File: src/rtl/fp_cvt_f2i_pipe.sv
// Three-stage binary32 -> XLEN-bit integer converter (unpack/align, round, range-check/saturate).
// The whole pipe advances as one unit; a stalled result holds every stage.
module fp_cvt_f2i_pipe #(
    parameter int XLEN  = 32,
    parameter int RISCV = 0
) (
    input  logic            clock,
    input  logic            reset,
    input  logic            in_valid,
    output logic            in_ready,
    input  logic [31:0]     in_data,
    input  logic            in_op,
    input  logic [2:0]      in_rm,
    input  logic            flush,
    output logic            out_valid,
    input  logic            out_ready,
    output logic [XLEN-1:0] out_result,
    output logic [4:0]      out_flags
);
    localparam int AW = XLEN + 25;
    localparam logic [XLEN:0] HALF = {2'b01, {(XLEN-1){1'b0}}};

    typedef enum logic [2:0] {RNE = 3'd0, RTZ = 3'd1, RDN = 3'd2, RUP = 3'd3, RMM = 3'd4} rm_e;

    logic [3:1] vld_pipe;
    logic       adv;

    assign adv       = ~vld_pipe[3] | out_ready;
    assign in_ready  = adv & ~flush;
    assign out_valid = vld_pipe[3] & ~flush;

    // S1: classify and align; the fixed point sits 24 bits up so G/R/S fall out of the low bits
    logic [7:0]        exp_f;
    logic [22:0]       frac;
    logic [23:0]       sig;
    logic signed [9:0] e;
    logic              is_nan, is_inf, e_big, e_small;
    logic [6:0]        sh;
    logic [AW-1:0]     aligned;

    always_comb begin
        exp_f   = in_data[30:23];
        frac    = in_data[22:0];
        sig     = {|exp_f, frac};
        e       = $signed({2'b00, exp_f}) - 10'sd127;
        is_inf  = (&exp_f) & ~(|frac);
        is_nan  = (&exp_f) & (|frac);
        e_big   = int'(e) > XLEN;
        e_small = int'(e) < -1;
        sh      = (e_big | e_small) ? 7'd0 : 7'(e + 10'sd1);
        aligned = {{(AW-24){1'b0}}, sig} << sh;
    end

    logic            s1_sign, s1_op, s1_g, s1_r, s1_s, s1_nan, s1_inf, s1_oor;
    rm_e             s1_rm;
    logic [XLEN:0]   s1_int;

    // S2: rounding increment
    logic nx, up;
    always_comb begin
        nx = s1_g | s1_r | s1_s;
        case (s1_rm)
            RNE:     up = s1_g & (s1_int[0] | s1_r | s1_s);
            RDN:     up = s1_sign & nx;
            RUP:     up = ~s1_sign & nx;
            RMM:     up = s1_g;
            default: up = 1'b0;
        endcase
    end

    logic            s2_sign, s2_op, s2_nx, s2_nan, s2_inf, s2_oor;
    logic [XLEN:0]   s2_mag;

    // S3: range check and saturation
    logic            oor, invalid;
    logic [XLEN:0]   neg_mag;
    logic [XLEN-1:0] sat, res;
    logic [4:0]      flags;

    always_comb begin
        if (!s2_op) oor = s2_sign ? (s2_mag > HALF) : (s2_mag >= HALF);
        else        oor = s2_sign ? (|s2_mag) : s2_mag[XLEN];
        invalid = oor | s2_oor | s2_inf | s2_nan;
        neg_mag = ~s2_mag + {{XLEN{1'b0}}, 1'b1};
        if (RISCV == 0)
            sat = s2_op ? '1 : {1'b1, {(XLEN-1){1'b0}}};
        else if (s2_nan | ~s2_sign)
            sat = s2_op ? '1 : {1'b0, {(XLEN-1){1'b1}}};
        else
            sat = s2_op ? '0 : {1'b1, {(XLEN-1){1'b0}}};
        res   = invalid ? sat : (s2_sign ? neg_mag[XLEN-1:0] : s2_mag[XLEN-1:0]);
        flags = invalid ? 5'b10000 : {4'b0000, s2_nx};
    end

    always_ff @(posedge clock) begin
        if (reset) begin
            vld_pipe   <= '0;
            s1_sign    <= 1'b0; s1_op <= 1'b0; s1_rm <= RNE; s1_int <= '0;
            s1_g       <= 1'b0; s1_r  <= 1'b0; s1_s  <= 1'b0;
            s1_nan     <= 1'b0; s1_inf <= 1'b0; s1_oor <= 1'b0;
            s2_sign    <= 1'b0; s2_op <= 1'b0; s2_nx <= 1'b0; s2_mag <= '0;
            s2_nan     <= 1'b0; s2_inf <= 1'b0; s2_oor <= 1'b0;
            out_result <= '0;
            out_flags  <= '0;
        end else begin
            if (flush)    vld_pipe <= '0;
            else if (adv) vld_pipe <= {vld_pipe[2:1], in_valid};
            if (adv) begin
                s1_sign    <= in_data[31];
                s1_op      <= in_op;
                s1_rm      <= (in_rm > 3'd4) ? RTZ : rm_e'(in_rm);
                s1_int     <= e_small ? '0 : aligned[AW-1:24];
                s1_g       <= ~e_small & aligned[23];
                s1_r       <= ~e_small & aligned[22];
                s1_s       <= e_small ? (|sig) : (|aligned[21:0]);
                s1_nan     <= is_nan;
                s1_inf     <= is_inf;
                s1_oor     <= e_big;
                s2_sign    <= s1_sign;
                s2_op      <= s1_op;
                s2_nx      <= nx;
                s2_mag     <= s1_int + {{XLEN{1'b0}}, up};
                s2_nan     <= s1_nan;
                s2_inf     <= s1_inf;
                s2_oor     <= s1_oor;
                out_result <= res;
                out_flags  <= flags;
            end
        end
    end
endmodule

File: config.mk
export PLATFORM = sky130hd
export DESIGN_NAME = fp_cvt_f2i_pipe
export DESIGN_NICKNAME = d
export VERILOG_FILES = /design/src/rtl/fp_cvt_f2i_pipe.sv
export SDC_FILE = /design/constraint.sdc
export NUM_CORES = 1
export LEC_CHECK = 0
export BUFFER_PORTS_ARGS = -buffer_cell sky130_fd_sc_hd__buf_4
export CORE_UTILIZATION = 55
export DETAILED_ROUTE_END_ITERATION = 10
export HOLD_SLACK_MARGIN = 0.06
export PLACE_DENSITY = 0.87
export REMOVE_ABC_BUFFERS = 1
export SLEW_MARGIN = 20
export SYNTH_ARGS = -nofsm -noshare
export SYNTH_HDL_FRONTEND = slang
export SYNTH_SLANG_ARGS = --single-unit
File: constraint.sdc
create_clock -name clock -period 4.7 [get_ports clock]
set_input_delay 1.41 -clock clock [delete_from_list [all_inputs] [get_ports clock]]
set_output_delay 1.41 -clock clock [all_outputs]
set_load 0.03 [all_outputs]
======== After elaboration in Yosys (flattened, before gate mapping) ========
Index checks and enable logic that the tools add are counted.
storage, ports and cells
  bits in registers ....................... 123
  input port bits ......................... 41
  output and inout port bits .............. 39
  word-level logic and storage cells ...... 77
cells by class
  add/subtract/negate cells ............... 4
  order comparisons ....................... 5
  equality and inequality tests ........... 3
  shift-type cells ........................ 1
  multiplexer cells ....................... 12
  bitwise operators ....................... 24
  reduce and logical (&&, ||, !) cells .... 8
operators by type and width
  kind                   number
  $mux 32                2
  $shl 24x7->57          1
  $add 33x1->33          1
  $ge 33x32->1 const B   1
  $gt 33x32->1 const B   1
  $mux 33                1
  $reduce_or 33->1       1
  $add 32x1->32 const B  1
  $not 32->32            1
  $mux 31                1
  $reduce_or 31->1       1
  $reduce_or 23->1       1
  $reduce_or 22->1       1
  $and 1x1->1            9
  $gt 9x7->1 const B     1
  $lt 9x1->1 const B     1
  $or 1x1->1             9
  $sub 8x7->9 const B    1
  $reduce_and 8->1       1
  $reduce_or 8->1        1
  $add 7x2->7 const B    1
  $mux 7                 1
  $eq 3x2->1 const B     2
  $mux 5                 1
  8 further kinds        15

======== Logic depth before layout (Yosys ltp) ========
Gate-level depths: netlist (run 1).
  depth in word-level cells ............... 7
  depth in mapped cells ................... 17
  gate-level depth less buffers ........... 12

======== Least setup slack after synthesis (run 1) ========
OpenSTA, ideal clock, no wires.
  kind .................................... input to register
  start point ............................. input in_data[23]
  end point ............................... register s1_s
  setup time .............................. 120 ps
  arrival time ............................ 4856 ps
  data required time ...................... 4580 ps
  slack ................................... -276 ps
  stages on the path ...................... 16
  path buffers ............................ 4
  cells stage by stage .................... buf_2 > buf_2 > buf_1 > inv_1 > ha_1 > nand2b_1 > or3_1 > a211o_4 > o21a_4 > buf_6 > nor3_1 > a221oi_1 > o41ai_2 > o2111a_1 > nand4b_1 > o31a_1
on the way
  word-level cells in the longest chain between the ends .. 7
  elaborated cells between the ends (all ways) .. 11
  those cells by class .................... add/sub (2); order compare (2); shift (1); mux (2); bitwise (1); reduce/logical (3)
RTL lines
  what                                             line    text
  start: declaration                               11      input logic [31:0] in_data,
  $sub 8x7->9                                      45      e = $signed({2'b00, exp_f}) - 10'sd127;
  $gt 9x7->1 / $lt 9x1->1 (equally long branches)  48, 49
  $or 1x1->1                                       50      sh = (e_big | e_small) ? 7'd0 : 7'(e + 10'sd1);
  $mux 7                                           50
  $shl 24x7->57                                    51      aligned = {{(AW-24){1'b0}}, sig} << sh;
  $reduce_or 22->1                                 115     s1_s <= e_small ? (|sig) : (|aligned[21:0]);
  $mux 1 (*)                                       115
  end signal: assignment                           115
  end: declaration                                 54      logic s1_sign, s1_op, s1_g, s1_r, s1_s, s1_nan, s1_inf, s1_oor;
Mark *: on every way between the ends. The rest lies on a longest branch, timed or not.
A chain may end at the register's enable or synchronous reset.

======== Worst setup path in the final report (run 1) ========
Same ends and word-level chain as after synthesis.

==> flow_summary.yaml, run 1 <==
synthesis:
  synth_largest_type_area_fraction_pct: 28.36
  ys_async_sr_fraction_pct: 0
  mappedNetlistArea_um2: 8469
  synth_xor_area_share_pct: 6.722
  synth_adder_area_share_pct: 1.448
  syn_area_per_cell_um2: 7.596
  synth_edf_count: 0
  synth.lib_cells_used.distinct: 86
  yosys.area_share.simple_pct: 23.81
  ys.flop_type: "dfxtp_1"
  synth-seq-area-share_pct: 28.36
  synth-seq-cells: 120
  post_synth_inst_count: 1115
  synth.most_common_cell: "nand2_1"
  synth_top_area_cell: "dfxtp_1"
  yosys-top-cells-count: "nand2_1 (149), dfxtp_1 (120), nor2_1 (120), o21ai_0 (77), a21oi_1 (71)"
  yosys_warnings: 0
  post_synth_mux_area_share_pct: 4.521
  synth-compound-area-share_pct: 28.38
  synthTopCellsByArea: "dfxtp_1 (28%), nand2_1 (6.6%), nor2_1 (5.3%), xor2_1 (5.3%), o21ai_0 (4.6%)"
  synth_top_family_by_area: "compound AO/OA/AOI/OAI gates"
setup_path:
  slowest_stage: "a221oi_1"
  timing.critical_path.arrival_ns: 4.53
  crit_path_cells: "buf_4 > ha_1 > nand3_1 > xor2_1 > a41oi_2 > buf_4 > o21a_4 > o211ai_1 > o32ai_1 > a221oi_1 > o2111a_1 > nand4b_1 > o31a_1"
  cpLargestDelayFamily: "compound AO/OA/AOI/OAI gates"
  critical_path.max_fanout: 20
  setup.worst_path.start_class: "input port"
  critPathKind: "in -> reg"
  critPathRequiredTime_ns: 4.99
  setup.worst_path.end_class: "flip-flop"
  critical_path_buf_inv_count: 2
  cpMostUsedCell: "buf_4"
  critPathMaxStageDelay_ns: 0.39
place:
  place.port_buffers: 76
  dp_hpwl_mm: 19.43
  placedInstanceArea_um2: 9220
  placement.setup.worst_slack_ns: 0.07036
  place_congestion: 1.043
clock_network:
  holdBufCountCts: 0
  cts_tree: "yes"
  numClockSinks: 120
  cts.root.buffer_cell: "clkbuf_16"
  h-tree-depth: 4
  post_cts_buffers: 0
  clock_latency_ns: 0.41
  post_cts_resized: 0
  clkSlewWorstSetupHoldPaths_ns: 0.06
  cts-buffers-inserted: 17
  max_root_sink_buffers: 2
floorplanning:
  initial_util_pct: 57.40
  num_io_pins: 80
  fp.dieW_um: 126.1
  standard_cell_core_area_um2: 14750
  design.die.area_um2: 15900
  fp-row-count: 44
  dieHeight_um: 126.1
layout:
  antenna_cells_inserted: 0
  areaGrowthSynthToFinish_pct: 15.75
  number_of_nets_in_the_finished_design: 1231
  final_cell_area_um2: 9803
  multiInputGateArea_um2: 5524
  seqCellArea_um2: 2402
  drive_above_1_share_pct: 16.92
  filler_cell_count: 1265
run_status:
  run_status: "finished, final reports clean"
routing:
  drtPass1Iterations: 5
  dr_total_vias: 8823
  detail_route.drc_violations: 0
  antenna_left: 0
  drtIter0Drc: 645
  detail_route.wirelength_mm: 26.30
  route.detailed.wl_per_inst_um: 19.09
  avgViaCountPerCell: 6.403
timing:
  worst_clock_skew_ns: 0.01026
  final.period_utilization_pct: 90.07
  min_clock_period_post_route_ns: 4.233
  hold_violations: 0
  finalSetupViolCount: 0
  final-max-slew-violation-count: 0
  maxClockFrequency_mhz: 236.2
  max_slew.worst_pin.slew_ns: 0.9461
  final.setup.worst_slack_ns: 0.4668
  relative_max_transition_margin_pct: 36.34
  rsz0062_at_grt: "false"
global_route:
  overflow: 0
  grt_pass1_wl_mm: 42.48
  grt_antenna_before_repair: 0
  grtUsageTotal_pct: 33.45
  grt_pass1_vias: 8174
  grt_start_max_net_pins: 70
min_path:
  hp-class: "reg -> reg"
job:
  cap_violations: 0
power:
  leakage_nw: 3.981
  total_power_divided_by_cell_area_nw_per_um2: 306.2
  power.ir.vdd_worst_uv: 202.4
[layer usage]
| metal | vias up | wire length, µm | GRT usage [%] |
|---|---|---|---|
| met3 | 77 | 1599 | 3.993 |
| met2 | 404 | 12950 | 58.40 |
| met5 | - | 0 | 0 |
| met4 | 0 | 1111 | 17.79 |
| met1 | 4127 | 10640 | 40.17 |
| li1 | 4215 | - | - |
[worst min-delay path, cell delays in order (launching register included)]
cell and delay [ns]:
dfxtp_1 0.31, nand2_1 0.05, a21oi_1 0.05
[final cells by class]
class / count / area share, %
inverters: 20 / 0.7658
clock inverters: 12 / 1.289
repair buffers: 130 / 10.08
clock buffers: 20 / 4.659
flip-flops and latches: 120 / 24.51
multi-input cells: 892 / 56.35
well taps: 184 / 2.348
[where the power goes]
part	switching [W]	total [W]	internal, W	leakage [nW]
Clock	0.000459	0.00126	0.000805	0.286
Combinational	0.000411	0.000660	0.000249	2.72
Sequential	0.0000256	0.00108	0.00105	0.974
Total	0.000896	0.00300	0.00211	3.98
[registers in the layout, indices dropped and copies added, names as in the netlist, 2 cells and up]
| name | cells |
|---|---|
| out_result | 32 |
| s2_mag | 33 |
| s1_rm | 3 |
| s1_int | 33 |
| out_flags | 2 |
| vld_pipe | 3 |
[kinds of logic (layout without fill, tap and decap cells)]
group | Yosys count | in the layout
AOI/OAI and AO/OA | 349 | 349
xor gates and xnor gates | 65 | 65
adders and majority gates | 10 | 10
buffers and inverters | 105 | 182
DFF | 120 | 120
muxes | 30 | 30
other | 1 | 3
and+or+nand+nor | 435 | 435
[metrics by stage]
stage          hold slack, ns  power (W)  TNS (ns)  std cells  utilization, %
2_1_floorplan          0.4255   0.001467    -5.542       1032               -
3_3_place_gp           0.4402   0.001737         0       1346           62.49
3_5_place_dp           0.4453   0.001742         0       1346           62.49
4_1_cts                0.4515   0.002997         0       1378           66.44
5_1_grt                0.4872   0.003117         0       1378           66.44
6_report               0.4524   0.003002         0       1378           66.44
[layout by cell type, fill, tap and decap left out, drive strengths merged, types with 10 or more instances in the layout]
master / netlist / routed
a21oi: 71 / 71
o21ai: 80 / 80
nand2: 149 / 149
o31ai: 12 / 12
o22ai: 10 / 10
xor2: 51 / 51
a22o: 29 / 29
nand3: 32 / 32
inv: 20 / 20
nor2b: 10 / 10
nor3: 25 / 25
and3: 11 / 11
clkbuf: 60 / 20
xnor2: 14 / 14
a31oi: 12 / 12
mux2i: 18 / 18
dfxtp: 120 / 120
nor2: 124 / 124
or3: 20 / 20
buf: 25 / 130
a22oi: 10 / 10
a211oi: 44 / 44
nor4: 16 / 16
[final timing paths]
check	start	end	slack, ns	depth (start not counted)
min	s1_inf$_SDFFE_PP0N_	s1_inf$_SDFFE_PP0N_	0.45	2
max reg2reg	s2_mag[7]$_SDFFE_PP0N_	out_result[1]$_SDFFE_PP0N_	1.28	10
max	in_data[23]	s1_s$_SDFFE_PP0N_	0.47	13
min reg2reg	s1_inf$_SDFFE_PP0N_	s1_inf$_SDFFE_PP0N_	0.45	2
No activity file was read; power rests on OpenSTA's default activity.
==> inputs of run 2 (changes only) <==
--- a/config.mk
+++ b/config.mk
@@ -5,7 +5,9 @@
 export SDC_FILE = /design/constraint.sdc
 export NUM_CORES = 1
 export LEC_CHECK = 0
+export ABC_AREA = 1
 export BUFFER_PORTS_ARGS = -buffer_cell sky130_fd_sc_hd__buf_4
+export CAP_MARGIN = 20
 export CORE_UTILIZATION = 55
 export DETAILED_ROUTE_END_ITERATION = 10
 export HOLD_SLACK_MARGIN = 0.06
==> flow_summary.yaml, run 2 <==
setup_path:
  setup.worst_path.end_class: "flip-flop"
  timing.critical_path.arrival_ns: 4.40
  critical_path.max_fanout: 3
  setup.worst_path.start_class: "flip-flop"
  critPathRequiredTime_ns: 5.06
  worst-r2r-cell-count: 21
  critPathKind: "reg -> reg"
synthesis:
  synth_edf_count: 0
  synth-seq-area-share_pct: 27.91
  synthTopCellsByArea: "dfxtp_1 (28%), nand2_1 (15%), nand3_1 (9.0%), inv_1 (6.9%), o21ai_0 (5.2%)"
  mappedNetlistArea_um2: 8607
  synth-seq-cells: 120
  yosys_warnings: 0
  yosys-top-cells-count: "nand2_1 (351), inv_1 (159), nand3_1 (154), dfxtp_1 (120), nor2_1 (115)"
  syn_area_per_cell_um2: 6.192
  ys_async_sr_fraction_pct: 0
  ys.flop_type: "dfxtp_1"
  synth_top_area_cell: "dfxtp_1"
  synth_largest_type_area_fraction_pct: 27.91
  synth.lib_cells_used.distinct: 47
  post_synth_inst_count: 1390
  synth.most_common_cell: "nand2_1"
power:
  total_power_divided_by_cell_area_nw_per_um2: 312.4
  leakage_nw: 5.190
  total_power_w: 0.003135
  power.ir.vdd_worst_uv: 261.4
  swShare_pct: 28.36
  p_int_w: 0.002246
  switchingPower_w: 0.0008892
  share_of_power_burned_in_registers_pct: 34.7
  power_frac_clock_pct: 45.0
  pwr-share-comb_pct: 20.3
global_route:
  grt_antenna_before_repair: 0
  overflow: 0
  grtUsageTotal_pct: 32.56
  grt_pass1_vias: 8792
  grt_start_max_net_pins: 83
  grt_pass1_wl_mm: 42.31
timing:
  final-max-slew-violation-count: 0
  final.period_utilization_pct: 86.08
  worst_clock_skew_ns: 0.006334
  max_slew.worst_pin.slew_ns: 0.9323
  hold_violations: 0
  maxClockFrequency_mhz: 247.2
  finalSetupViolCount: 0
  min_clock_period_post_route_ns: 4.046
  final.setup.worst_slack_ns: 0.6542
  relative_max_transition_margin_pct: 37.85
  rsz0062_at_grt: "false"
clock_network:
  h-tree-depth: 4
  numClockSinks: 120
  cts.root.buffer_cell: "clkbuf_16"
  clock_latency_ns: 0.41
  post_cts_resized: 0
  post_cts_buffers: 0
  clkSlewWorstSetupHoldPaths_ns: 0.05
  cts-buffers-inserted: 17
  holdBufCountCts: 0
  cts_tree: "yes"
  max_root_sink_buffers: 2
run_status:
  run_status: "finished, final reports clean"
layout:
  final-instance-count-excl-fill: 1669
  drive_above_1_share_pct: 11.73
  finish.utilization_pct: 65.76
  areaGrowthSynthToFinish_pct: 16.59
  final_cell_area_um2: 10030
  antenna_cells_inserted: 0
  layout_common_cells: "nand2_1 (351), inv_1 (158), nand3_1 (154), dfxtp_1 (120), nor2_1 (114)"
  layout.cells.most_common: "nand2_1"
  number_of_nets_in_the_finished_design: 1495
  layout_top_registers: "s1_int x33, s2_mag x33, out_result x32"
job:
  cap_violations: 0
place:
  place.port_buffers: 76
  dp_hpwl_mm: 18.92
  placement.setup.worst_slack_ns: 0.3417
  place_congestion: 1.023
  placedInstanceArea_um2: 9380
  dp_cells: 1637
routing:
  antenna_left: 0
  drtIter0Drc: 970
  drtPass1Iterations: 6
  detail_route.wirelength_mm: 25.69
  avgViaCountPerCell: 5.646
  dr_total_vias: 9424
  route.detailed.wl_per_inst_um: 15.39
  detail_route.drc_violations: 0
floorplanning:
  dieHeight_um: 127.1
  standard_cell_core_area_um2: 15260
  initial_util_pct: 56.41
  fp.dieW_um: 127.1
  num_io_pins: 80
  design.die.area_um2: 16150
  fp-row-count: 45
min_path:
  hold_path_depth: 2
  hp-class: "reg -> reg"
## run 2: critical path, stage by stage, from the launching register on
cell	delay, ns
dfxtp_1	0.38
nor3_1	0.09
o41ai_1	0.39
ha_1	0.34
ha_1	0.22
inv_1	0.05
nor2_1	0.26
inv_1	0.10
nor2_1	0.18
inv_1	0.06
nor2_1	0.16
inv_1	0.08
nor2_1	0.16
inv_1	0.09
nor4_2	0.35
inv_1	0.13
nor3_2	0.19
nand2_1	0.12
nor2_1	0.12
xor2_1	0.34
o21bai_1	0.10
inv_1	0.07
## run 2: cell families after synthesis
logic type	share of synthesized area, %
fa+ha+maj	1.308
other cells	0.04357
flops	27.91
xor+xnor	6.513
compound gates	17.01
buf+inv	11.48
simple gates	35.73
## run 2: per-layer routing
layer  vias to the layer above  share of wire, %  track usage, %
met1                      4318                42           39.15
met2                       373                47           54.43
met4                         0               5.7           20.59
li1                       4646                 -               -
met3                        87               5.7           5.193
met5                         -                 0               0
## run 2: cell type report
cell class	count	area, µm²
Multi-Input combinational cell	1029	5231
Fill cell	1378	5224
Sequential cell	120	2402
Timing Repair Buffer	111	858.3
Inverter	166	625.6
Clock buffer	26	519.2
Tap cell	211	264.0
Clock inverter	6	133.9
## run 2: worst paths after layout
check / startpoint / end / slack [ns]
setup reg to reg: s1_s$_SDFFE_PP0N_ / s2_mag[32]$_SDFFE_PP0N_ / 0.65
setup / recovery: s1_s$_SDFFE_PP0N_ / s2_mag[32]$_SDFFE_PP0N_ / 0.65
hold / removal: out_flags[0]$_SDFFE_PP0N_ / out_flags[0]$_SDFFE_PP0N_ / 0.47
hold reg to reg: out_flags[0]$_SDFFE_PP0N_ / out_flags[0]$_SDFFE_PP0N_ / 0.47
## run 2: power groups by stage
stage	combinational (W)	clock (W)	sequential, W
2_1_floorplan	0.000376	0	0.00113
3_3_place_gp	0.000618	0	0.00110
3_5_place_dp	0.000619	0	0.00111
4_1_cts	0.000626	0.00141	0.00109
5_1_grt	0.000704	0.00146	0.00109
6_report	0.000636	0.00141	0.00109
## run 2: through the flow
step / hold slack (ns) / setup TNS (ns)
6_report: 0.4657 / 0
2_1_floorplan: 0.4291 / -169.67
5_1_grt: 0.4921 / 0
3_3_place_gp: 0.4439 / 0
3_5_place_dp: 0.4593 / 0
4_1_cts: 0.4676 / 0
==> inputs of run 3 (changes only) <==
--- a/config.mk
+++ b/config.mk
@@ -11,7 +11,7 @@
 export CORE_UTILIZATION = 55
 export DETAILED_ROUTE_END_ITERATION = 10
 export HOLD_SLACK_MARGIN = 0.06
-export PLACE_DENSITY = 0.87
+export PLACE_DENSITY = 0.89
 export REMOVE_ABC_BUFFERS = 1
 export SLEW_MARGIN = 20
 export SYNTH_ARGS = -nofsm -noshare
==> flow_summary.yaml, run 3 (synthesized netlist as in run 2, its figures left out) <==
global_route:
  overflow: 0
  grt_start_max_net_pins: 94
  grt_pass1_vias: 8585
  grtUsageTotal_pct: 32.46
  grt_pass1_wl_mm: 41.88
  grt_antenna_before_repair: 0
routing:
  drtIter0Drc: 1071
  route.detailed.wl_per_inst_um: 15.46
  met3_wirelength_mm: 1.571
  detail_route.wirelength_mm: 25.59
  drtPass1Iterations: 6
  met2_wirelength_mm: 12.13
  dr.max_layer_used: "met4"
  detail_route.drc_violations: 0
  dr_total_vias: 9364
  avgViaCountPerCell: 5.658
  antenna_left: 0
  routedLengthMet1_mm: 10.74
setup_path:
  critPathKind: "in -> reg"
  setup.worst_path.end_class: "flip-flop"
  timing.critical_path.arrival_ns: 4.61
  setup.worst_path.start_class: "input port"
  critical_path.max_fanout: 33
  critPathRequiredTime_ns: 5.05
  r2r_slack_ns: 0.80
layout:
  number_of_nets_in_the_finished_design: 1481
  final_cell_area_um2: 9874
  layout.cells.most_common: "nand2_1"
  antenna_cells_inserted: 0
  final-instance-count-excl-fill: 1655
  layout_common_cells: "nand2_1 (351), inv_1 (158), nand3_1 (154), dfxtp_1 (120), nor2_1 (114)"
  layout_top_registers: "s1_int x33, s2_mag x33, out_result x32"
  drive_above_1_share_pct: 11.08
  areaGrowthSynthToFinish_pct: 14.73
place:
  placedInstanceArea_um2: 9250
  place_congestion: 1.047
  dp_hpwl_mm: 18.20
  placement.setup.worst_slack_ns: 0.06036
  dp_cells: 1623
  place.port_buffers: 76
timing:
  rsz0062_at_grt: "false"
  worst_clock_skew_ns: 0.008813
  final.period_utilization_pct: 90.77
  maxClockFrequency_mhz: 234.4
  hold_violations: 0
  finalSetupViolCount: 0
  max_slew.worst_pin.slew_ns: 1.089
  min_clock_period_post_route_ns: 4.266
  final.setup.worst_slack_ns: 0.4340
  relative_max_transition_margin_pct: 26.72
  final-max-slew-violation-count: 0
run_status:
  run_status: "finished, final reports clean"
clock_network:
  h-tree-depth: 4
  max_root_sink_buffers: 2
  cts_tree: "yes"
  holdBufCountCts: 0
  clock_latency_ns: 0.42
  post_cts_resized: 0
  cts.root.buffer_cell: "clkbuf_16"
  numClockSinks: 120
  clkSlewWorstSetupHoldPaths_ns: 0.06
  post_cts_buffers: 0
  cts-buffers-inserted: 17
power:
  total_power_divided_by_cell_area_nw_per_um2: 309.6
  total_power_w: 0.003057
  power.ir.vdd_worst_uv: 213.7
  leakage_nw: 5.086
floorplanning:
  num_io_pins: 80
  fp.dieW_um: 127.1
  initial_util_pct: 56.41
  standard_cell_core_area_um2: 15260
  design.die.area_um2: 16150
  fp-row-count: 45
  dieHeight_um: 127.1
job:
  cap_violations: 0
min_path:
  hp-class: "reg -> reg"
run 3: cell count changes in the layout (fill, tap and decap cells not counted), sizes merged:
cell,change
inv,+2
buf,-14
clkinvlp,+3
bufinv,-1
clkbuf,-7
clkinv,+3
run 3: power by group:
| part | internal (W) | total [W] | switching, W |
|---|---|---|---|
| Clock | 0.000867 | 0.00135 | 0.000486 |
| Sequential | 0.00105 | 0.00108 | 0.0000302 |
| Combinational | 0.000204 | 0.000620 | 0.000416 |
run 3: per-stage QoR:
stage	setup TNS (ns)	utilization [%]	hold WS, ns
4_1_cts	0	64.71	0.4573
3_3_place_gp	0	60.62	0.4367
3_5_place_dp	0	60.62	0.4490
5_1_grt	0	64.72	0.4853
6_report	0	64.72	0.4567
2_1_floorplan	-169.67	-	0.4291
run 3: worst paths after layout:
path,start,endpoint,depth (start not counted)
max,in_data[23],s1_g$_SDFFE_PP0N_,19
min,vld_pipe[2]$_SDFFE_PP0N_,vld_pipe[2]$_SDFFE_PP0N_,2
max reg2reg,s2_mag[0]$_SDFFE_PP0N_,out_result[30]$_SDFFE_PP0N_,21
min reg2reg,vld_pipe[2]$_SDFFE_PP0N_,vld_pipe[2]$_SDFFE_PP0N_,2
run 3: layout make-up:
class                      instances  area, µm²
inverter                         166      625.6
sequential                       120       2402
multi-input combinational       1029       5231
clock buffer                      19      452.9
tap                              211      264.0
fill                            1351       5384
timing repair buffer              97      728.2
clock inverter                    13      170.2
run 3: routing by layer:
metal | vias to the layer above | global-route usage, %
met4 | 0 | 17.02
li1 | 4624 | -
met5 | - | 0
met1 | 4248 | 39.06
met2 | 415 | 55.27
met3 | 77 | 5.946
run 3: critical path, stage by stage:
cell and delay, ns:
buf_4 0.15, inv_1 0.10, ha_1 0.34, inv_1 0.08, nor2_1 0.16, nand3_1 0.13
nor2_1 0.15, nand3_2 0.11, o21ai_4 0.25, nand2_4 0.13, nor2_8 0.38, nand2_1 0.10
nand2_1 0.17, nor2_1 0.06, a31oi_1 0.35, o21ai_1 0.18, o21ai_2 0.17, nand2_1 0.06
a21oi_1 0.12
